[config.mk]
export PLATFORM = sky130hd
export DESIGN_NAME = ssp_iq_deframer
export DESIGN_NICKNAME = d
export VERILOG_FILES = /design/src/rtl/ssp_iq_deframer.sv
export SDC_FILE = /design/constraint.sdc
export NUM_CORES = 1
export LEC_CHECK = 0
export ABC_AREA = 1
export BUFFER_PORTS_ARGS = -buffer_cell sky130_fd_sc_hd__buf_2
export CAP_MARGIN = 20
export CORE_MARGIN = 2
export CORE_UTILIZATION = 50
export DETAILED_ROUTE_END_ITERATION = 12
export HOLD_SLACK_MARGIN = 0.06
export MAX_ROUTING_LAYER = met4
export PLACE_DENSITY = 0.79
export SETUP_SLACK_MARGIN = 0.15
export SLEW_MARGIN = 5
export SYNTH_ARGS = -nofsm -noshare
export SYNTH_HDL_FRONTEND = slang
export SYNTH_SLANG_ARGS = --single-unit
[constraint.sdc]
create_clock -name ck_1356meg -period 2.8 [get_ports ck_1356meg]
set_input_delay 0.28 -clock ck_1356meg [delete_from_list [all_inputs] [get_ports ck_1356meg]]
set_output_delay 0.28 -clock ck_1356meg [all_outputs]
set_load 0.02 [all_outputs]
[src/rtl/ssp_iq_deframer.sv]
// Receive side of the FPGA->ARM SSP link. Oversamples the SSP pins, rebuilds
// 16-bit I/Q reports and queues them in a first-word-fall-through FIFO.
module ssp_iq_deframer #(
  parameter int SYNC_STAGES = 2,
  parameter int FIFO_DEPTH  = 4,
  parameter int TIMEOUT     = 64
) (
  input  logic       ck_1356meg,
  input  logic       rst,
  input  logic       ssp_clk,
  input  logic       ssp_frame,
  input  logic       ssp_din,
  input  logic       snoop,
  output logic       out_valid,
  input  logic       out_ready,
  output logic [7:0] out_i,
  output logic [7:0] out_q,
  output logic [1:0] out_rdr,
  output logic       overflow,
  output logic       frame_err,
  input  logic       err_clr
);

  localparam int AW = $clog2(FIFO_DEPTH);
  localparam int TW = $clog2(TIMEOUT);
  localparam logic [TW-1:0] TMO_MAX = TW'(TIMEOUT - 1);
  localparam logic [AW:0]   PTR_ONE = 1;

  typedef enum logic [1:0] {HUNT, BYTE_I, BYTE_Q} state_t;

  // ---------------- input synchronisers and fall detect ----------------
  logic [SYNC_STAGES-1:0] clk_sync, frame_sync, din_sync;
  logic                   clk_prev;

  // NOTE: sequential state always uses non-blocking (<=) so every flop samples
  // pre-edge values regardless of process ordering.
  always_ff @(posedge ck_1356meg or posedge rst) begin
    if (rst) begin
      clk_sync   <= '0;
      frame_sync <= '0;
      din_sync   <= '0;
      clk_prev   <= 1'b0;
    end else begin
      clk_sync   <= {clk_sync[SYNC_STAGES-2:0], ssp_clk};
      frame_sync <= {frame_sync[SYNC_STAGES-2:0], ssp_frame};
      din_sync   <= {din_sync[SYNC_STAGES-2:0], ssp_din};
      clk_prev   <= clk_sync[SYNC_STAGES-1];
    end
  end

  logic e, frame_s, din_s;
  assign e       = clk_prev && !clk_sync[SYNC_STAGES-1];
  assign frame_s = frame_sync[SYNC_STAGES-1];
  assign din_s   = din_sync[SYNC_STAGES-1];

  // ---------------- deframer FSM ----------------
  state_t        state, state_d;
  logic [2:0]    cnt, cnt_d;
  logic [15:0]   sh, sh_d;
  logic [TW-1:0] tmo_cnt;
  logic          tmo_hit, err_evt, rpt_done;
  logic [15:0]   rpt_word;

  assign tmo_hit  = !e && (tmo_cnt == TMO_MAX);
  assign rpt_word = {sh[14:0], din_s};

  always_ff @(posedge ck_1356meg or posedge rst) begin
    if (rst) begin
      state     <= HUNT;
      cnt       <= 3'd0;
      sh        <= '0;
      tmo_cnt   <= '0;
      frame_err <= 1'b0;
    end else begin
      state     <= state_d;
      cnt       <= cnt_d;
      sh        <= sh_d;
      frame_err <= err_evt;
      if (e)                   tmo_cnt <= '0;
      else if (!tmo_hit)       tmo_cnt <= tmo_cnt + TW'(1);
    end
  end

  // NOTE: every signal assigned in always_comb gets a default first, so no
  // path leaves it unassigned and no latch is inferred.
  always_comb begin
    state_d = state;
    cnt_d   = cnt;
    sh_d    = sh;
    if (e) begin
      if (state == HUNT) begin
        if (frame_s) begin
          sh_d    = {15'd0, din_s};
          state_d = BYTE_I;
          cnt_d   = 3'd1;
        end
      end else if (frame_s && cnt != 3'd0) begin
        // Frame mid-byte: treat this bit as the start of a fresh report.
        sh_d    = {15'd0, din_s};
        state_d = BYTE_I;
        cnt_d   = 3'd1;
      end else if (!frame_s && cnt == 3'd0) begin
        state_d = HUNT;
        cnt_d   = 3'd0;
      end else begin
        sh_d  = rpt_word;
        cnt_d = cnt + 3'd1;
        if (cnt == 3'd7) state_d = (state == BYTE_I) ? BYTE_Q : BYTE_I;
      end
    end else if (tmo_hit && state != HUNT) begin
      state_d = HUNT;
      cnt_d   = 3'd0;
    end
  end

  always_comb begin
    err_evt  = 1'b0;
    rpt_done = 1'b0;
    if (e) begin
      err_evt  = (state != HUNT) && (frame_s != (cnt == 3'd0));
      rpt_done = (state == BYTE_Q) && (cnt == 3'd7) && !frame_s;
    end else if (tmo_hit) begin
      // Idle at a report boundary is legal and falls back to HUNT silently.
      err_evt = (state == BYTE_Q) || (state == BYTE_I && cnt != 3'd0);
    end
  end

  // ---------------- report FIFO ----------------
  logic [16:0] mem [FIFO_DEPTH];
  logic [AW:0] wr_ptr, rd_ptr;
  logic        empty, full, pop, push;
  logic [17:0] head_map, last_map;

  assign empty = (wr_ptr == rd_ptr);
  assign full  = (wr_ptr[AW] != rd_ptr[AW]) && (wr_ptr[AW-1:0] == rd_ptr[AW-1:0]);
  assign pop   = !empty && out_ready;
  assign push  = rpt_done && (!full || pop);

  function automatic logic [17:0] map_entry(input logic [16:0] ent);
    if (ent[16]) return {ent[15], ent[15:9], ent[7], ent[7:1], ent[8], ent[0]};
    else         return {ent[15:0], 2'b00};
  endfunction

  assign head_map = map_entry(mem[rd_ptr[AW-1:0]]);

  // NOTE: the storage array has no reset; the pointers alone define which
  // entries are meaningful, and outputs never expose an unwritten slot.
  always_ff @(posedge ck_1356meg) begin
    if (push) mem[wr_ptr[AW-1:0]] <= {snoop, rpt_word};
  end

  always_ff @(posedge ck_1356meg or posedge rst) begin
    if (rst) begin
      wr_ptr   <= '0;
      rd_ptr   <= '0;
      last_map <= '0;
      overflow <= 1'b0;
    end else begin
      if (push) wr_ptr <= wr_ptr + PTR_ONE;
      if (pop) begin
        rd_ptr   <= rd_ptr + PTR_ONE;
        last_map <= head_map;
      end
      if (rpt_done && !push) overflow <= 1'b1;
      else if (err_clr)      overflow <= 1'b0;
    end
  end

  assign out_valid = !empty;
  assign {out_i, out_q, out_rdr} = empty ? last_map : head_map;

endmodule
# Word-level counts from Yosys, hierarchy flattened
# Memory sizes are Yosys's and may differ from the RTL's.
# Cells that the tools add are included.
[totals] in_bits=8 ramBits=68 out_inout_bits=21 n_memories=1 ff_bits=59 wordCells=90
[mem_list] name="mem" words=4 word_bits=17 rd=1 rd_clocked_by_memory_dff=0 wr=1 line="129" source="logic [16:0] mem [FIFO_DEPTH];"
[classes] reduce_logical=30 n_mux=29 n_addsub=4 n_eq_ne=13
[op_table] op="$mux W15" count=4
[op_table] op="$mux W18" count=1
[op_table] op="$mux W3" count=6
[op_table] op="$mux W17" count=1
[op_table] op="$mux W2" count=8
[op_table] op="$logic_and A1 B1 Y1" count=13
[op_table] op="$mux W6" count=2
[op_table] op="$add A3 B1 Y3 const B" count=3
[op_table] op="$mux W1" count=7
[op_table] op="$add A6 B1 Y6 const B" count=1
[op_table] op="$eq A6 B6 Y1 const B" count=1
[op_table] op="$logic_not A1 Y1" count=6
[op_table] op="$ne A3 B3 Y1 const B" count=2
[op_table] op="$reduce_and A3 Y1" count=2
[op_table] op="$reduce_bool A2 Y1" count=3
[op_table] op="$ne A5 B1 Y1 const B" count=1
[op_table] op="$ne A2 B2 Y1 const B" count=2
[op_table] op="$eq A3 B3 Y1" count=1
[op_table] op="$eq A3 B3 Y1 const B" count=1
[op_table] op="$logic_not A3 Y1" count=1
[op_table] op="$reduce_bool A3 Y1" count=1
[op_table] op="$eq A2 B1 Y1 const B" count=1
[op_table] op="$eq A2 B2 Y1" count=1
[op_table] op="$eq A2 B2 Y1 const B" count=1
[op_table] op="4 further kinds" count=6

# Depth between registers and ports, before layout
# Gate-level depths: netlist (run 1).
[depth] depth_word=8 ltp_mapped=12 depth_no_buf=11

# Worst setup path before layout (run 1)
# Ideal clock, no wire load.
[synth_timing] kind="register to register" start="register cnt[0]" end="memory mem[0][0] (enable)" path_stages_with_launch=7 t_arrival_ps=1772 n_path_buf=0 required_ps=2409 period_less_slack_ps=2163 setup_time_ps=391 slack_ps=637 cell_sequence="dfrtp_1 -> ha_1 -> ha_1 -> nand4_1 -> inv_1 -> nand2_1 -> nor2_1"
[synth_via] elab_chain_len=7
[synth_lines] item="from (decl)" line="58" source="logic [2:0] cnt, cnt_d;"
[synth_lines] item="from (signal assigned)" line="76" source="cnt <= cnt_d;"
[synth_lines] item="$eq A3 B3 Y1" line="121" source="rpt_done = (state == BYTE_Q) && (cnt == 3'd7) && !frame_s;"
[synth_lines] item="$logic_and A1 B1 Y1 (2 in series)" line="121"
[synth_lines] item="$mux W1" line="119" source="if (e) begin"
[synth_lines] item="$logic_and A1 B1 Y1" line="137" source="assign push = rpt_done && (!full || pop);"
[synth_lines] item="$mux W1" line="149" source="if (push) mem[wr_ptr[AW-1:0]] <= {snoop, rpt_word};"
[synth_lines] item="$mux W1 (implied by the code)" line="149"
[synth_lines] item="to (decl)" line="129"
# Every way passes these cells.

# Worst setup path after layout (run 1)
[layout_timing] start="register rd_ptr[0]" end="output out_q[3]"
[layout_via] elab_chain_len=3 elab_cells_between_ends=4 classes_between="eq/ne (1); mux (2); memory (1)"
[layout_lines] item="from (decl)" line="130" source="logic [AW:0] wr_ptr, rd_ptr;"
[layout_lines] item="from (signal assigned)" line="161" source="rd_ptr <= rd_ptr + PTR_ONE;"
[layout_lines] item="$mem_v2 Z4 W17"
[layout_lines] item="$mux W17" line="140" source="if (ent[16]) return {ent[15], ent[15:9], ent[7], ent[7:1], ent[8], ent[0]};"
[layout_lines] item="$mux W18 (*)" line="170" source="assign {out_i, out_q, out_rdr} = empty ? last_map : head_map;"
[layout_lines] item="to (decl)" line="17" source="output logic [7:0] out_q,"
# Every way passes the cells marked *; elsewhere a longest branch is shown, timed or not.

==> results.toml, run 1 <==
[timing]
min_period_ps = 2420
worstMarginPinSlew_ps = 562
fin_skew_ps = 11.3
fin_ws_ps = 379
finalHoldViolCount = 0
drv_slew = 0
fmax_ghz = 0.413
setup-violations-final = 0
final.period_utilization_pct = 86.5
fin_setup_tns_ps = 0
max_slew_margin_pct = 62.5
rsz0062_at_grt = "false"

[flow_run]
max-cap-violations = 0

[cells_and_area]
final_common_cell = "nand2_1"
area_growth_pct = 14.6
layout.nets = 722
mostFrequentLayoutCells = "nand2_1 (309), inv_1 (80), edfxtp_1 (68)"
layout-drive-gt1-share_pct = 11.0
n_antenna_cell = 0

[synth]
synthTopCellsByArea = "edfxtp_1 (35%), dfrtp_1 (25%), nand2_1 (20%), inv_1 (5.2%), nand3_1 (4.9%)"
synth_cell_types = 30
synth.largest_area_cell = "edfxtp_1"
yosysWarnings = 0
synthesis.area_mm2 = 0.00587
yosysSeqAreaShare_pct = 59.9
yosysTopAreaCellShare_pct = 34.8
syn_inst = 665
ys_seq_elements = 127
synth_fp_nets = 684
syn_avg_cell_area_um2 = 8.83

[detailed_routing]
vias = 4315
drc = 0
antenna_left = 0
vias_per_cell = 5.02
dr.pass1.iters = 5
drt_wl_total_mm = 11.8
drt_iter0_drc = 439
wl_per_cell_um = 13.7

[clocking]
cts-buffers-inserted = 17
clockRootBuffer = "clkbuf_16"
numClockSinks = 127
cts_tree = "yes"
clock_path_buffers = 2
clkLatencyLatePin_ps = 410
cts_htree_levels = 4
post-cts-setup-buffer-count = 0
clkTransAtPathRegs_ps = 60

[global_route]
grt_pass1_vias = 4227
overflow = 0
grt_usage_pct = 20.8
grt_max_degree = 38
antenna_found_initial = 0
grt_pass1_wl_mm = 20.2

[die]
die_height_um = 112
core_area_mm2 = 0.0114
start_util_pct = 51.4
die-area_mm2 = 0.0126
placementRows = 39
die_width_um = 112
ios = 29

[power_and_ir_drop]
total_leakage_power_nw = 3.44
vdd_ir_drop_max_uv = 520
finalPower_mw = 4.78
pwr_density_cell_mw_per_mm2 = 710

[setup_path]
worstPathArrival_ps = 2140
critPathCaptureType = "output pin"
start_kind = "register"
critPathMaxFanout = 36
crit_type = "register to output pin"
regToRegSetupSlack_ps = 760
required_ps = 2520

[status]
status = "finished, final reports clean"

[placement]
gp_congestion = 0.841
hpwl_mm = 7.57
port_buffers = 28
dpl_worst_slack_ps = 665

[hold_path]
hold_class = "input port to register"
-- synthesized netlist by cell type (all sizes together) --
cell / n
a21oi: 5
o32ai: 1
xnor2: 2
inv: 88
o21ai: 12
xor2: 2
ha: 11
nand4: 3
buf: 21
o22ai: 2
clkinv: 1
nand3: 58
nand2: 314
nor2: 16
nor3: 1
dfrtp: 59
edfxtp: 68
o21a: 1
-- final cells by class --
type / count / area [um2]
well taps: 143 / 179
fillers: 919 / 4690
inverters: 89 / 340
multi-input cells: 428 / 1890
clock inverters: 6 / 57.6
flip-flops and latches: 127 / 3520
clock buffers: 26 / 500
repair buffers: 40 / 246
-- report_power, final --
| part | switching [mW] | leakage (nW) | internal (mW) | total (mW) |
|---|---|---|---|---|
| Combinational | 0.443 | 1.71 | 0.178 | 0.621 |
| Sequential | 0.0601 | 1.46 | 2.04 | 2.10 |
| Clock | 0.746 | 0.273 | 1.31 | 2.06 |
-- stage by stage --
| stage | utilization (%) | cells | instance area, um2 | hold WS [ps] |
|---|---|---|---|---|
| finish | 59.0 | 859 | 6730 | 124 |
| global route | 59.0 | 859 | 6730 | 104 |
| CTS | 58.9 | 859 | 6730 | 109 |
| detailed placement | 53.6 | 822 | 6120 | 337 |
| global placement | 53.6 | 822 | 6120 | 335 |
| floorplan | - | 665 | 5870 | 311 |
-- logic make-up (layout without fill, tap and decap cells) --
logic type | count (synthesis) | count (layout) | synth area share [%]
DFF | 127 | 127 | 59.9
xor gates and xnor gates | 4 | 4 | 0.724
AOI/OAI and AO/OA | 21 | 21 | 2.00
adders and majority gates | 11 | 11 | 2.34
and+or+nand+nor | 392 | 392 | 27.1
buffers and inverters | 110 | 161 | 7.97
-- state kept, by name (all words and copies together), names as in the netlist --
name	cells
mem	68
last_map	18
sh	15
tmo_cnt	6
cnt	3
rd_ptr	3
wr_ptr	3
clk_sync	2
din_sync	2
frame_sync	2
state	2
clk_prev	1
frame_err	1
overflow	1
-- metal layers --
metal	GRT usage (%)	wire, um	vias to the layer above
met4	9.11	180	0
met2	32.2	5770	134
met1	26.6	5180	2018
met3	4.70	631	14
li1	-	-	2149
met5	-	0	-
-- repair_timing --
| item | in CTS | in global routing |
|---|---|---|
| hold endpoints to repair | 30 | 0 |
| endpoints found under the setup margin | 0 | 18 |
| hold buffers | 5 | 0 |
| resized for setup | 0 | 3 |
-- final timing paths --
kind | cells past startpoint | endpoint | startpoint
max in group asynchronous | 4 | sh[13] | rst
min in group asynchronous | 3 | tmo_cnt[5] | rst
min | 1 | mem[1][16] | snoop
max reg2reg | 8 | mem[3][6] | clk_sync[1]
max | 8 | out_q[3] | rd_ptr[0]
min reg2reg | 0 | din_sync[1] | din_sync[0]
-- worst max-delay path: stages, from the launching register on --
cell	delay, ps
dfrtp_1	410
inv_4	290
nand2_1	110
nand2_2	100
nand3_4	200
clkinv_2	270
nand2_1	100
nand2_1	80
buf_2	160
Note: power is estimated with default switching activity, not from simulation.
==> run 2, diff against run 1 <==
Settings changed: CORE_UTILIZATION 50 to 40, PLACE_DENSITY 0.79 to 0.68.
==> results.toml, run 2 (synthesized netlist as in run 1, its figures left out) <==
[placement]
dpl_worst_slack_ps = 623
hpwl_mm = 7.07
port_buffers = 28
postPlaceCellArea_mm2 = 0.00617
gp_congestion = 0.834

[detailed_routing]
vias_per_cell = 4.66
drc = 0
drt_wl_total_mm = 11.1
vias = 4190
drt_iter0_drc = 402
dr.pass1.iters = 4
wl_per_cell_um = 12.3
antenna_left = 0

[setup_path]
reg2reg_depth = 7
critPathMaxFanout = 18
required_ps = 2520
crit_path_end = "out_q[5]"
crit_chain = "inv_2 -> nand3_1 -> nand2_2 -> nand2_1 -> nand2_1 -> nand2_1 -> nand2_1 -> buf_2"
crit_type = "register to output pin"
critPathLaunch = "rd_ptr[1]"
critPathCaptureType = "output pin"
start_kind = "register"
r2r_start = "cnt[0]"
rr_endpoint = "mem[3][4]"
critPathBufInv = 2
cpMostUsedCell = "nand2_1"
crit_family = "simple AND/OR/NAND/NOR gates"
slowest_stage = "dfrtp_1"
regToRegSetupSlack_ps = 740
worstPathArrival_ps = 2170
cp.depth = 8
slowest_delay_ps = 520

[global_route]
grt_pass1_wl_mm = 19.0
overflow = 0
grt_usage_pct = 15.4
grt_pass1_vias = 3988
grt_max_degree = 60
antenna_found_initial = 0

[power_and_ir_drop]
vdd_ir_drop_max_uv = 373
pwr_density_cell_mw_per_mm2 = 734
total_leakage_power_nw = 3.48
finalPower_mw = 5.04

[clocking]
cts-buffers-inserted = 17
clkTransAtPathRegs_ps = 50
post-cts-setup-buffer-count = 0
cts_tree = "yes"
clockRootBuffer = "clkbuf_16"
clock_path_buffers = 2
numClockSinks = 127
clkLatencyLatePin_ps = 410
cts_htree_levels = 4

[die]
ios = 29
die_width_um = 125
start_util_pct = 40.7
placementRows = 44
core_area_mm2 = 0.0144
die_height_um = 125
die-area_mm2 = 0.0157

[cells_and_area]
n_antenna_cell = 0
mostFrequentLayoutCells = "nand2_1 (309), inv_1 (80), edfxtp_1 (68)"
largest_register_ffs = 68
layout-drive-gt1-share_pct = 11.5
stdcell_area_mm2 = 0.00686
layout.nets = 721
final_common_cell = "nand2_1"
area_growth_pct = 16.8
fill_cells = 1339
register_area_mm2 = 0.00352
multiInputGateArea_mm2 = 0.00189

[timing]
finalHoldViolCount = 0
worstMarginPinSlew_ps = 746
fin_ws_ps = 350
final.period_utilization_pct = 87.5
rsz0062_at_grt = "false"
max_slew_margin_pct = 50.3
fin_setup_tns_ps = 0
setup-violations-final = 0
fmax_ghz = 0.408
drv_slew = 0
fin_skew_ps = 5.70
min_period_ps = 2450

[status]
status = "finished, final reports clean"

[hold_path]
hold_class = "input port to asynchronous set/reset pin"

[flow_run]
max-cap-violations = 0
-- run 2: cell count changes in the layout (fill, tap and decap cells not counted), sizes merged --
cell         before  now
bufinv            1    3
clkbuf           26   24
dlygate4sd3       5    4
-- run 2: final cells by class --
| type | instances | share of cell area, % |
|---|---|---|
| repair buffers | 39 | 3.45 |
| multi-input cells | 428 | 27.5 |
| clock buffers | 24 | 7.66 |
| flip-flops and latches | 127 | 51.3 |
| inverters | 89 | 4.96 |
| clock inverters | 8 | 1.77 |
| well taps | 184 | 3.35 |
-- run 2: through the flow --
step	instances	hold slack (ps)	util, %
3_5_place_dp	863	336	42.8
4_1_cts	899	110	47.5
6_report	899	85.7	47.6
5_1_grt	899	107	47.6
2_1_floorplan	665	311	-
3_3_place_gp	863	333	42.8
-- run 2: how the worst min path moves through the flow --
| stage | slack, ps | start | cells after the start | end |
|---|---|---|---|---|
| after floorplan | 310 | ssp_clk | 0 | clk_sync[0] |
| after global placement | 330 | clk_sync[0] | 0 | clk_sync[1] |
| after detailed placement | 340 | frame_sync[0] | 0 | frame_sync[1] |
| after CTS | 110 | rst | 3 | clk_sync[1] |
| after global routing | 110 | snoop | 1 | mem[2][16] |
| final | 90 | rst | 3 | clk_sync[1] |
-- run 2: tightest hold or removal path: cells and delay by family --
| kind | cells | cell delay, ps |
|---|---|---|
| buf+inv | 3 | 720 |
-- run 2: timing repair --
item / CTS / global route
endpoints found under the hold margin: 4 / 0
hold buffers: 4 / 0
setup endpoints to repair: 0 / 18
resized for setup: 0 / 3
-- run 2: report_power, final --
part	switching, mW	internal (mW)	total [mW]	leakage, nW
logic	0.431	0.175	0.606	1.70
registers	0.0572	2.04	2.10	1.46
clock network	0.755	1.58	2.34	0.316
-- run 2: routing by layer --
metal	wire [um]	vias to the layer above	GRT usage (%)	share of wire, %
met4	98	0	5.03	0.88
met3	414	4	3.81	3.7
li1	-	2155	-	-
met2	5410	78	24.3	49
met1	5170	1953	19.8	47
met5	0	-	-	0
